$ cat config.mk
export PLATFORM = sky130hd
export DESIGN_NAME = clean_irrigation_scheduler
export DESIGN_NICKNAME = d
export VERILOG_FILES = /design/src/rtl/clean_irrigation_scheduler.sv
export SDC_FILE = /design/constraint.sdc
export NUM_CORES = 1
export LEC_CHECK = 0
export ABC_AREA = 1
export CAP_MARGIN = 10
export CORE_MARGIN = 2
export CORE_UTILIZATION = 30
export DETAILED_ROUTE_END_ITERATION = 6
export GPL_TIMING_DRIVEN = 1
export RECOVER_POWER = 100
export SYNTH_ARGS = -nofsm -noshare
export SYNTH_HDL_FRONTEND = slang
export SYNTH_SLANG_ARGS = --single-unit
$ cat constraint.sdc
create_clock -name clk -period 3.2 [get_ports clk]
set_input_delay 0.32 -clock clk [delete_from_list [all_inputs] [get_ports clk]]
set_output_delay 0.32 -clock clk [all_outputs]
set_load 0.05 [all_outputs]
$ cat src/rtl/clean_irrigation_scheduler.sv
// clean_irrigation_scheduler: arbitrates the shared pump/valve line between a
// filter-cleaning run (button or periodic) and soil-moisture irrigation, with a
// two-digit BCD seconds countdown for the display.
// Optional feature macro: CLEAN_PERIODIC_EN (automatic cleaning after
// PERIOD_TICKS seconds spent in IDLE/IRRIGATE).
module clean_irrigation_scheduler #(
  parameter int unsigned CLEAN_TIME_S = 7,
  parameter int unsigned IRR_MAX_S    = 60,
  parameter int unsigned PERIOD_TICKS = 3600
) (
  input  logic       clk,
  input  logic       reset,
  input  logic       tick,
  input  logic       start_clean,
  input  logic       irrig_req,
  input  logic       water_low,
  input  logic       abort,
  output logic       clean_active,
  output logic       valve_open,
  output logic       clean_pending,
  output logic       done,
  output logic       alarm,
  output logic [3:0] tens,
  output logic [3:0] units,
  output logic [1:0] state
);

  typedef enum logic [1:0] {
    S_IDLE     = 2'b00,
    S_CLEAN    = 2'b01,
    S_IRRIGATE = 2'b10,
    S_COOLDOWN = 2'b11
  } state_t;

  localparam logic [3:0] CLEAN_TENS  = 4'(CLEAN_TIME_S / 10);
  localparam logic [3:0] CLEAN_UNITS = 4'(CLEAN_TIME_S % 10);
  localparam logic [3:0] IRR_TENS    = 4'(IRR_MAX_S / 10);
  localparam logic [3:0] IRR_UNITS   = 4'(IRR_MAX_S % 10);

  state_t     st;
  logic       count_is_one_c;
  logic [3:0] dec_tens_c;
  logic [3:0] dec_units_c;
  logic       clean_entry_c;
  logic       period_hit_c;

  assign state = st;

  // Countdown status and BCD decrement with borrow, saturating at 00
  always_comb begin
    count_is_one_c = (tens == 4'd0) && (units == 4'd1);
    dec_tens_c     = tens;
    dec_units_c    = units;
    if (units != 4'd0) begin
      dec_units_c = units - 4'd1;
    end else if (tens != 4'd0) begin
      dec_units_c = 4'd9;
      dec_tens_c  = tens - 4'd1;
    end
  end

  // IDLE leaves for CLEAN when a request is latched or arrives this cycle
  assign clean_entry_c = (st == S_IDLE) && (clean_pending || start_clean);

`ifdef CLEAN_PERIODIC_EN
  localparam int unsigned PW = (PERIOD_TICKS > 1) ? $clog2(PERIOD_TICKS) : 1;

  logic [PW-1:0] idle_cnt;

  assign period_hit_c = tick && ((st == S_IDLE) || (st == S_IRRIGATE)) &&
                        (idle_cnt == PW'(PERIOD_TICKS - 1));

  // Seconds since the last cleaning; wraps and raises a request at the period
  always_ff @(posedge clk or posedge reset) begin
    if (reset) begin
      idle_cnt <= '0;
    end else if (clean_entry_c) begin
      idle_cnt <= '0;
    end else if (tick && ((st == S_IDLE) || (st == S_IRRIGATE))) begin
      idle_cnt <= period_hit_c ? '0 : idle_cnt + PW'(1);
    end
  end
`else
  assign period_hit_c = 1'b0;
`endif

  // Main sequencer: state, valve enables, pending latch and countdown
  always_ff @(posedge clk or posedge reset) begin
    if (reset) begin
      st            <= S_IDLE;
      clean_active  <= 1'b0;
      valve_open    <= 1'b0;
      clean_pending <= 1'b0;
      done          <= 1'b0;
      alarm         <= 1'b0;
      tens          <= 4'd0;
      units         <= 4'd0;
    end else begin
      done  <= 1'b0;
      alarm <= irrig_req && water_low;
      if ((start_clean && (st != S_CLEAN)) || period_hit_c) begin
        clean_pending <= 1'b1;
      end
      case (st)
        S_IDLE: begin
          if (clean_entry_c) begin
            st            <= S_CLEAN;
            clean_active  <= 1'b1;
            clean_pending <= 1'b0;
            tens          <= CLEAN_TENS;
            units         <= CLEAN_UNITS;
          end else if (irrig_req && !water_low) begin
            st         <= S_IRRIGATE;
            valve_open <= 1'b1;
            tens       <= IRR_TENS;
            units      <= IRR_UNITS;
          end
        end
        S_CLEAN: begin
          if (abort) begin
            st           <= S_IDLE;
            clean_active <= 1'b0;
            tens         <= 4'd0;
            units        <= 4'd0;
          end else if (tick) begin
            if (count_is_one_c) begin
              st           <= S_COOLDOWN;
              clean_active <= 1'b0;
              done         <= 1'b1;
              tens         <= 4'd0;
              units        <= 4'd0;
            end else begin
              tens  <= dec_tens_c;
              units <= dec_units_c;
            end
          end
        end
        S_IRRIGATE: begin
          if (abort || !irrig_req || water_low || clean_pending || start_clean ||
              (tick && count_is_one_c)) begin
            st         <= S_COOLDOWN;
            valve_open <= 1'b0;
            tens       <= 4'd0;
            units      <= 4'd0;
          end else if (tick) begin
            tens  <= dec_tens_c;
            units <= dec_units_c;
          end
        end
        S_COOLDOWN: begin
          if (tick) begin
            st <= S_IDLE;
          end
        end
        default: begin
          st           <= S_IDLE;
          clean_active <= 1'b0;
          valve_open   <= 1'b0;
          tens         <= 4'd0;
          units        <= 4'd0;
        end
      endcase
    end
  end

endmodule

==> results.sh, run 1 <==
export IMPL_setup_viol=0
export IMPL_fin_nets=203
export IMPL_fill_cells=393
export IMPL_hold_path_class="reg2reg"
export IMPL_drive_above_1_share=0.0963
export IMPL_r2r_end="tens[3]$_DFFE_PP0P_"
export IMPL_multi_input_area_um2=643
export IMPL_ant_nets=0
export IMPL_crit_end="units[2]"
export IMPL_cts_sinks=15
export IMPL_dr_pass1_iters=5
export IMPL_tightest_slew_ps=565
export IMPL_num_rows=22
export IMPL_rsz0062_at_grt="no"
export IMPL_die_area_um2=4280
export IMPL_ctsResizeCount=0
export IMPL_post_cts_buffers=0
export IMPL_rr_startpoint="tens[0]$_DFFE_PP0P_"
export IMPL_ys_warn_count=0
export IMPL_cts_made_buffers=3
export IMPL_wl_mm=2.42
export IMPL_layout_common_cells="nand2_1, inv_1, nor2_1"
export IMPL_hpwl_mm=1.91
export IMPL_wl_per_cell_um=10.3
export IMPL_finalHoldViolCount=0
export IMPL_fmax_ghz=0.514
export IMPL_remaining_drc_errors=0
export IMPL_grt_max_degree=16
export IMPL_clk_path_buf_depth=2
export IMPL_die_h_um=65.4
export IMPL_area_growth_synth_to_final_pct=27.0
export IMPL_diodes=0
export IMPL_synth_cells=162
export IMPL_drv_cap=0
export IMPL_max_stage_delay_ps=910
export IMPL_path_buf_inv=1
export IMPL_synth_fp_nets=177
export IMPL_crit_type="reg2out"
export IMPL_clk_insertion_delay_late_ps=240
export IMPL_cts_root_buf="clkbuf_8"
export IMPL_required_ps=2880
export IMPL_endpoint_kind="primary output"
export IMPL_antenna_found_initial=0
export IMPL_reg2reg_slack_ps=1450
export IMPL_ioPinCount=22
export IMPL_startpoint_type="register"
export IMPL_slew_violations=0
export IMPL_hp_start="valve_open$_DFFE_PP0P_"
export IMPL_grt_pass1_wl_mm=4.20
export IMPL_first_iter_violations=49
export IMPL_slew_headroom=0.623
export IMPL_critical_path_slowest_cell="dlygate4sd3_1"
export IMPL_startpoint="units[2]$_DFFE_PP0P_"
export IMPL_gr_total_overflow=0
export IMPL_period_share=0.608
export IMPL_min_period_ps=1940
export IMPL_ys_seq_elements=15
export IMPL_cts_hold_buf=0
export IMPL_cts_max_level=1
export IMPL_cp_depth=1
export IMPL_syn_area_per_cell_um2=6.99
export IMPL_initial_utilization=0.312
export IMPL_num_vias=1020
export IMPL_synth_cell_type_count=22
export IMPL_die_w_um=65.4
export IMPL_r2r_cells=9
export IMPL_cp_top_family="buffers and inverters"
export IMPL_syn_area_um2=1130
export IMPL_fin_worst_skew_ps=1.25
export IMPL_core_area_um2=3630
export IMPL_fin_tns_setup_ps=0
export IMPL_final_common_cell="nand2_1"
export IMPL_grt_usage=0.125
export IMPL_via_per_inst=4.34
export IMPL_place_congestion=0.863
export IMPL_ys_seq_area_frac=0.331
export IMPL_seq_area_um2=375
export IMPL_crit_fanout=7
export IMPL_cts_tree="built"
export IMPL_crit_chain="dlygate4sd3_1"
export IMPL_grt_pass1_vias=938
export IMPL_worstPathArrival_ps=1620
export IMPL_status="completed"
export IMPL_portBuffers=21
export IMPL_clkSlewWorstSetupHoldPaths_ps=60
[layer usage]
layer / vias to the layer above / track usage / share of wire
li1: 559 / - / -
met1: 445 / 0.190 / 0.52
met3: 2 / 0.0257 / 0.024
met4: 0 / 0.0313 / 0.0083
met2: 14 / 0.177 / 0.45
met5: - / 0 / 0
[final cells by class]
cell class / count / share of cell area
Multi-Input combinational cell: 120 / 0.447
Clock buffer: 4 / 0.0313
Timing Repair Buffer: 21 / 0.146
Tap cell: 48 / 0.0418
Sequential cell: 15 / 0.261
Inverter: 27 / 0.0722
[synth_stat cells]
cell,instances,area [um^2]
nor3_1,1,5.00
ha_1,8,100
o211a_1,1,10.0
nor2_1,24,90.1
a21oi_2,1,8.76
nand3b_1,1,7.51
nand3_2,2,20.0
nand2_2,3,18.8
nor2_4,4,45.0
dfrtp_1,15,375
inv_4,1,6.26
nor2_2,2,12.5
a21oi_1,11,55.1
nand2_1,37,139
nand3_1,9,45.0
nand2_4,2,22.5
o22ai_1,1,6.26
inv_2,2,7.51
inv_1,24,90.1
nand4_1,2,12.5
o21ai_1,3,15.0
o21ai_0,8,40.0
[cell families after synthesis]
family,synth area share
AND/OR/NAND/NOR,0.369
buffers and inverters,0.0917
AO/OA/AOI/OAI,0.119
flip-flops,0.331
adder cells (fa/ha/maj),0.0884
[flip-flops by register name, indices dropped and copies added (netlist names)]
register,flops
tens,4
units,4
state,2
alarm,1
clean_active,1
clean_pending,1
done,1
valve_open,1
[through the flow]
stage               hold WS [ps]  instances  setup WS (ps)  area [um^2]   util
floorplan                    221        162           1390         1130      -
global placement             487        231           1500         1400  0.386
detailed placement           494        231           1490         1400  0.386
CTS                          450        235           1290         1450  0.398
global route                 527        235           1180         1440  0.396
finish                       502        235           1260         1440  0.396
[worst min-delay path by stage]
stage / endpoint / cells past startpoint
global placement: valve_open$_DFFE_PP0P_ / 2
detailed placement: valve_open$_DFFE_PP0P_ / 2
floorplan: alarm$_DFF_PP0_ / 1
finish: valve_open$_DFFE_PP0P_ / 2
global route: valve_open$_DFFE_PP0P_ / 2
CTS: state[0]$_DFFE_PP0P_ / 2
Power of run 1 is not shown: default switching activity piles up to over one toggle a cycle in this logic, so the estimate is an artifact.
==> inputs of run 2 (changes only) <==
==> constraint.sdc (replaced) <==
create_clock -name clk -period 1.78 [get_ports clk]
set_input_delay 0.178 -clock clk [delete_from_list [all_inputs] [get_ports clk]]
set_output_delay 0.178 -clock clk [all_outputs]
set_load 0.05 [all_outputs]
==> results.sh, run 2 (synthesized netlist as in run 1, its figures left out) <==
export IMPL_place_congestion=0.813
export IMPL_num_rows=22
export IMPL_dp_cells=235
export IMPL_portBuffers=21
export IMPL_clk_insertion_delay_late_ps=260
export IMPL_drive_above_1_share=0.130
export IMPL_period_share=0.960
export IMPL_crit_type="reg2out"
export IMPL_endpoint_kind="primary output"
export IMPL_setup_viol=0
export IMPL_slew_violations=0
export IMPL_instances_no_fill=240
export IMPL_crit_fanout=6
export IMPL_layout_common_cells="nand2_1, inv_1, nor2_1"
export IMPL_diodes=0
export IMPL_fin_nets=208
export IMPL_first_iter_violations=81
export IMPL_die_area_um2=4280
export IMPL_wl_mm=2.57
export IMPL_path_buf_inv=1
export IMPL_rsz0062_at_grt="no"
export IMPL_required_ps=1600
export IMPL_status="completed"
export IMPL_dr_pass1_iters=4
export IMPL_dp_slack_ps=124
export IMPL_via_per_inst=4.52
export IMPL_cts_made_buffers=3
export IMPL_worstPathArrival_ps=1530
export IMPL_ioPinCount=22
export IMPL_grt_pass1_wl_mm=4.43
export IMPL_core_area_um2=3630
export IMPL_design_area_um2=1460
export IMPL_hold_path_class="in2async"
export IMPL_clk_path_buf_depth=2
export IMPL_clkSlewWorstSetupHoldPaths_ps=70
export IMPL_cts_tree="built"
export IMPL_fin_ws_ps=71.8
export IMPL_cts_sinks=15
export IMPL_drv_cap=0
export IMPL_gr_total_overflow=0
export IMPL_fin_worst_skew_ps=5.04
export IMPL_startpoint_type="register"
export IMPL_tightest_slew_ps=597
export IMPL_crit_chain="clkdlybuf4s50_1"
export IMPL_area_growth_synth_to_final_pct=29.0
export IMPL_cts_hold_buf=0
export IMPL_initial_utilization=0.312
export IMPL_grt_usage=0.135
export IMPL_cts_root_buf="clkbuf_8"
export IMPL_fmax_ghz=0.585
export IMPL_die_w_um=65.4
export IMPL_finalHoldViolCount=0
export IMPL_fin_tns_setup_ps=0
export IMPL_max_stage_delay_ps=840
export IMPL_cp_top_family="buffers and inverters"
export IMPL_grt_pass1_vias=1007
export IMPL_min_period_ps=1710
export IMPL_critical_path_slowest_cell="clkdlybuf4s50_1"
export IMPL_remaining_drc_errors=0
export IMPL_postPlaceCellArea_um2=1430
export IMPL_cts_max_level=1
export IMPL_grt_max_degree=10
export IMPL_hpwl_mm=2.02
export IMPL_wl_per_cell_um=10.7
export IMPL_ant_nets=0
export IMPL_die_h_um=65.4
export IMPL_slew_headroom=0.604
export IMPL_final_common_cell="nand2_1"
export IMPL_antenna_found_initial=0
export IMPL_num_vias=1084
[run 2: cell types whose count changed in the layout (fill, tap and decap cells not counted), sizes merged]
cell,delta
dlygate4sd3,-9
clkinv,+1
buf,+2
clkbuf,+5
clkdlybuf4s50,+6
[run 2: final cells by class]
type                            count  area (um^2)
Clock inverter                      1         5.00
Inverter                           27          104
Multi-Input combinational cell    120          648
Sequential cell                    15          377
Tap cell                           48         60.1
Timing Repair Buffer               26          225
Fill cell                         391         2170
Clock buffer                        3         41.3
[run 2: stage by stage]
| stage | hold slack [ps] | util |
|---|---|---|
| global placement | 462 | 0.393 |
| finish | 296 | 0.402 |
| detailed placement | 457 | 0.393 |
| floorplan | 79.3 | - |
| global route | 330 | 0.402 |
| CTS | 179 | 0.406 |
[run 2: path summary, 6_finish.rpt]
| path | cells after the start | slack [ps] | start | to |
|---|---|---|---|---|
| min in group clk | 3 | 460 | irrig_req | alarm$_DFF_PP0_ |
| min | 2 | 300 | reset | state[1]$_DFFE_PP0P_ |
| max | 1 | 70 | state[1]$_DFFE_PP0P_ | state[1] |
| max reg2reg | 8 | 150 | state[1]$_DFFE_PP0P_ | units[2]$_DFFE_PP0P_ |
| max in group asynchronous | 3 | 740 | reset | units[2]$_DFFE_PP0P_ |
| min reg2reg | 2 | 500 | valve_open$_DFFE_PP0P_ | valve_open$_DFFE_PP0P_ |
[run 2: layer usage]
layer | global-route usage | vias to the layer above | share of wire
met2 | 0.208 | 25 | 0.45
met3 | 0.0154 | 5 | 0.032
met1 | 0.186 | 483 | 0.50
met4 | 0.0677 | 0 | 0.021
li1 | - | 571 | -
met5 | 0 | - | 0
[run 2: what timing repair did]
action,in CTS,in global routing
endpoints found under the setup margin,0,7
buffers inserted,0,1
gates resized for setup,0,1
Power of run 2 is left out for the same reason.
